## config.mk

```make
export PLATFORM = sky130hd
export DESIGN_NAME = fetch_unit
export DESIGN_NICKNAME = d
export VERILOG_FILES = /design/src/rtl/fetch_unit_pkg.sv /design/src/rtl/if_id_register.sv /design/src/rtl/fetch_unit.sv
export SDC_FILE = /design/constraint.sdc
export NUM_CORES = 1
export LEC_CHECK = 0
export CAP_MARGIN = 20
export CORE_UTILIZATION = 48
export DETAILED_ROUTE_END_ITERATION = 10
export GPL_TIMING_DRIVEN = 0
export PLACE_DENSITY = 0.77
export SKIP_CTS_REPAIR_TIMING = 1
export SLEW_MARGIN = 20
export SYNTH_ARGS = -nofsm -noshare
export SYNTH_HDL_FRONTEND = slang
export SYNTH_SLANG_ARGS = --single-unit
```

## constraint.sdc

```tcl
create_clock -name clock -period 2.95 [get_ports clock]
set_input_delay 0.59 -clock clock [delete_from_list [all_inputs] [get_ports clock]]
set_output_delay 0.59 -clock clock [all_outputs]
set_load 0.02 [all_outputs]
```

## src/rtl/fetch_unit_pkg.sv

```systemverilog
// Shared widths, parameter defaults, FSM encodings and the IF/ID payload type for the fetch stage.
package fetch_unit_pkg;

    localparam int unsigned XLEN    = 32;
    localparam int unsigned STATE_W = 1;

    localparam logic [XLEN-1:0] RESET_PC_DEFAULT   = 32'h0000_1008;
    localparam logic [XLEN-1:0] PC_STEP_DEFAULT    = 32'h0000_0008;
    localparam logic [XLEN-1:0] FAULT_WORD_DEFAULT = 32'hDEAD_BEEF;
    localparam logic [XLEN-1:0] BLOCK_MASK         = 32'hFFFF_FFF8;

    localparam logic [STATE_W-1:0] FETCH_RUN  = 1'b0;
    localparam logic [STATE_W-1:0] FETCH_HALT = 1'b1;

    typedef struct packed {
        logic [XLEN-1:0] instr;
        logic [XLEN-1:0] pc;
        logic            valid;
    } if_id_t;

endpackage

```

## src/rtl/if_id_register.sv

```systemverilog
// IF/ID pipeline boundary: load, hold, or invalidate the slot handed to decode.
module if_id_register
    import fetch_unit_pkg::*;
(
    input  logic            clock,
    input  logic            reset,
    input  logic            load,
    input  logic            clear,
    input  logic [XLEN-1:0] d_instr,
    input  logic [XLEN-1:0] d_pc,
    input  logic            d_valid,
    output logic [XLEN-1:0] instr,
    output logic [XLEN-1:0] pc,
    output logic            valid
);

    if_id_t slot;

    // Clear only drops valid; instr/pc keep their last contents.
    always_ff @(posedge clock) begin
        if (reset) begin
            slot <= '0;
        end else if (clear) begin
            slot.valid <= 1'b0;
        end else if (load) begin
            slot <= '{instr: d_instr, pc: d_pc, valid: d_valid};
        end
    end

    assign instr = slot.instr;
    assign pc    = slot.pc;
    assign valid = slot.valid;

endmodule

```

## src/rtl/fetch_unit.sv

```systemverilog
// Instruction-fetch stage: owns the PC, drives the cache address, pairs returned words with
// their address, and handles stall replay, branch redirect and fault halting.
module fetch_unit
    import fetch_unit_pkg::*;
#(
    parameter logic [XLEN-1:0] RESET_PC   = RESET_PC_DEFAULT,
    parameter logic [XLEN-1:0] PC_STEP    = PC_STEP_DEFAULT,
    parameter logic [XLEN-1:0] FAULT_WORD = FAULT_WORD_DEFAULT
) (
    input  logic            clock,
    input  logic            reset,
    input  logic            stall,
    input  logic            branch_taken,
    input  logic [XLEN-1:0] branch_target,
    input  logic [XLEN-1:0] instruction,
    output logic [XLEN-1:0] PC,
    output logic [XLEN-1:0] if_id_instr,
    output logic [XLEN-1:0] if_id_pc,
    output logic            if_id_valid,
    output logic            fetch_fault
);

    logic [STATE_W-1:0] state;
    logic [STATE_W-1:0] state_n;
    logic [XLEN-1:0]    pc_reg;
    logic [XLEN-1:0]    pc_reg_n;
    logic [XLEN-1:0]    pc_d1;
    logic [XLEN-1:0]    pc_d1_n;
    logic               valid_d1;
    logic               valid_d1_n;
    logic               ifid_load;
    logic               ifid_clear;

    always_ff @(posedge clock) begin
        if (reset) begin
            state    <= FETCH_RUN;
            pc_reg   <= RESET_PC;
            pc_d1    <= '0;
            valid_d1 <= 1'b0;
        end else begin
            state    <= state_n;
            pc_reg   <= pc_reg_n;
            pc_d1    <= pc_d1_n;
            valid_d1 <= valid_d1_n;
        end
    end

    // Priority: redirect > halt hold > fault detect > stall hold > advance.
    always_comb begin
        state_n    = state;
        pc_reg_n   = pc_reg;
        pc_d1_n    = pc_d1;
        valid_d1_n = valid_d1;
        ifid_load  = 1'b0;
        ifid_clear = 1'b0;
        if (branch_taken) begin
            state_n    = FETCH_RUN;
            pc_reg_n   = branch_target & BLOCK_MASK;
            valid_d1_n = 1'b0;
            ifid_clear = 1'b1;
        end else if (state == FETCH_HALT) begin
            valid_d1_n = 1'b0;
            ifid_clear = 1'b1;
        end else if (!stall && valid_d1 && (instruction == FAULT_WORD)) begin
            state_n    = FETCH_HALT;
            ifid_clear = 1'b1;
        end else if (!stall) begin
            pc_d1_n    = pc_reg;
            valid_d1_n = 1'b1;
            pc_reg_n   = pc_reg + PC_STEP;
            ifid_load  = 1'b1;
        end
    end

    // During a stall the in-flight address is re-read so the returned word stays paired with pc_d1.
    assign PC          = (stall && (state == FETCH_RUN)) ? pc_d1 : pc_reg;
    assign fetch_fault = (state == FETCH_HALT);

    if_id_register u_if_id (
        .clock   (clock),
        .reset   (reset),
        .load    (ifid_load),
        .clear   (ifid_clear),
        .d_instr (instruction),
        .d_pc    (pc_d1),
        .d_valid (valid_d1),
        .instr   (if_id_instr),
        .pc      (if_id_pc),
        .valid   (if_id_valid)
    );

endmodule

```

==> flow_summary.ini <==
[floorplanning]
core_area_um2 = 11400
die_h_um = 110
start_util_pct = 49.3
io_pins = 166
row_count = 39
die-area_um2 = 12200
die_w_um = 110

[critical_path]
crit_chain = dlymetal6s2s_1 > nor2b_1 > clkbuf_4 > buf_2 > nand2_1 > o21ai_0 > clkdlybuf4s50_1
worstPathMaxFanout = 10
critPathArrivalTime_ps = 2290
cp-end-kind = output port
path_delay_family = buffers and inverters
critical_path_class = input pin to output port
critPathRequiredTime_ps = 2360
max_stage_delay_ps = 650
cpMaxStageDelayCell = clkdlybuf4s50_1
path_buf_inv = 4
crit_path_start_kind = input pin

[power_and_ir_drop]
p_total_mw = 4.30
power.density_nw_per_um2 = 538
vdd_ir_drop_max_mv = 0.351
p_leak_nw = 2.87

[layout]
antenna_cells = 0
multi_input_comb_area_um2 = 2880
drive_above_1_share_pct = 15.1
layout_common_cells = nand2_1 (195), clkdlybuf4s50_1 (145), dfxtp_1 (122)
final_common_cell = nand2_1
area_delta_synth_final_pct = 42.1
largest_reg_flops = 32
fin_area_um2 = 8000
fin_util_pct = 70.0
register_area_um2 = 2440
layout.nets = 926
final_cells = 1013
fillers = 926

[min_path]
holdCritPathClass = register to register

[global_route]
grt_max_degree = 17
grt_pass1_vias = 5499
grt.overflow.total = 0
antenna_found_initial = 0
grt_pass1_wl_mm = 26.8
grt_use_total_pct = 29.0

[detailed_routing]
wirelength_mm = 16.8
drc = 0
wl_per_cell_um = 16.6
drt_first_pass_iters = 5
antenna_left = 0
via_per_inst = 5.65
route.vias.total = 5724
drt_iter0_drc = 489

[logic_synthesis]
ys_seq_area_share_pct = 43.4
synth_area_um2 = 5630
synth.top_cell.area_share_pct = 43.4
ys_types = 51
yosysWarnings = 0
synthFlopType = dfxtp_1
synthTopCellsByArea = dfxtp_1 (43%), nand2_1 (13%), a21oi_2 (6.7%), mux2_2 (4.8%), a21oi_1 (4.2%)
synth_edf_count = 0
synth_seq_cells = 122
yosys.area.top_type = dfxtp_1
netlist_instances = 677
syn_area_per_cell_um2 = 8.31
synthArstFlopShare_pct = 0

[cts]
worstSkewPairLatency_ps = 420
ctsRootBufferMaster = clkbuf_16
cts_max_level = 4
cts.clk_slew.worst_paths_ps = 50
cts_tree = done
clockBufferDepth = 2
cts_made_buffers = 17
clock_sinks = 122

[sta]
hold_viol = 0
fin_setup_tns_ps = 0
post-route-period-util_pct = 97.5
setup_viol = 0
finalClockSkew_ps = 5.35
rsz0062_at_grt = true
slew-limit-headroom_pct = 46.6
report.final.slew_viol_count = 0
tightest_slew_ps = 800
period_needed_ps = 2880
clock.fmax_ghz = 0.348

[place]
routabilityCongestion = 0.915
placed_cell_area_um2 = 7380
hpwl_mm = 12.3
portBuffers = 155
placed_cells = 980

[job]
maxCapViolations = 0

[run_status]
status = completed
[worst min-delay path: stages (launching register included)]
cell     delay (ps)
dfxtp_1         300
nand2_1          50
a21oi_1          50
[through the flow]
step | setup slack [ps] | hold WS, ps
finish | 74.0 | 451
CTS | -802 | 453
global placement | -806 | 441
detailed placement | -791 | 447
global route | -26.4 | 471
floorplan | 350 | 442
[path summary, 6_finish.rpt]
path,from,end,slack [ps],cells after the start
setup / recovery,stall,PC[19],70,7
hold / removal,u_if_id.pc[27]$_SDFFE_PP0P_,u_if_id.pc[27]$_SDFFE_PP0P_,450,2
setup reg to reg,pc_reg[10]$_SDFFE_PP0P_,pc_reg[25]$_SDFFE_PP0P_,570,6
hold reg to reg,u_if_id.pc[27]$_SDFFE_PP0P_,u_if_id.pc[27]$_SDFFE_PP0P_,450,2
[synthesized netlist by cell type (all sizes together), types with 2 or more instances]
cell and count:
a2111oi 2, a211oi 3, a21oi 90, a311oi 20
a31o 3, a31oi 2, and3 6, and4 6
buf 17, clkbuf 37, dfxtp 122, inv 9
mux2 24, nand2 195, nand2b 4, nand3 9
nand4 13, nand4b 7, nor2 28, nor3 8
nor4 5, o21ai 12, o311a 3, o31a 3
o31ai 11, o41ai 2, or2 2, or3 8
or4 11
[area by class of cell]
class / count / share of cell area (%)
clock buffers: 23 / 6.10
flip-flops and latches: 122 / 30.5
inverters: 9 / 0.422
well taps: 143 / 2.24
clock inverters: 9 / 0.876
plain buffers: 53 / 3.86
multi-input cells: 497 / 36.1
repair buffers: 157 / 19.9
[metal layers]
metal  global-route usage (%)  part of all wire [%]  wire length [µm]
met1                     33.8                    40              6690
met2                     48.4                    48              8060
met3                     9.11                   9.5              1590
met5                        0                     0                 0
met4                     13.6                   2.8               474
[cells by family after synthesis]
kind of cell / Yosys count / share of synthesized area [%]
multiplexers: 25 / 4.98
other: 1 / 0.0666
AND/OR/NAND/NOR: 308 / 25.1
adder cells (fa/ha/maj): 1 / 0.222
flip-flops: 122 / 43.4
XOR/XNOR: 1 / 0.156
AO/OA/AOI/OAI: 156 / 20.2
buffers and inverters: 63 / 5.85
[power breakdown]
| part | switching (mW) | total [mW] | internal (mW) |
|---|---|---|---|
| registers | 0.0700 | 1.79 | 1.72 |
| clock network | 0.712 | 1.94 | 1.23 |
| logic | 0.300 | 0.572 | 0.272 |
Power figures use the tool's default switching activity.
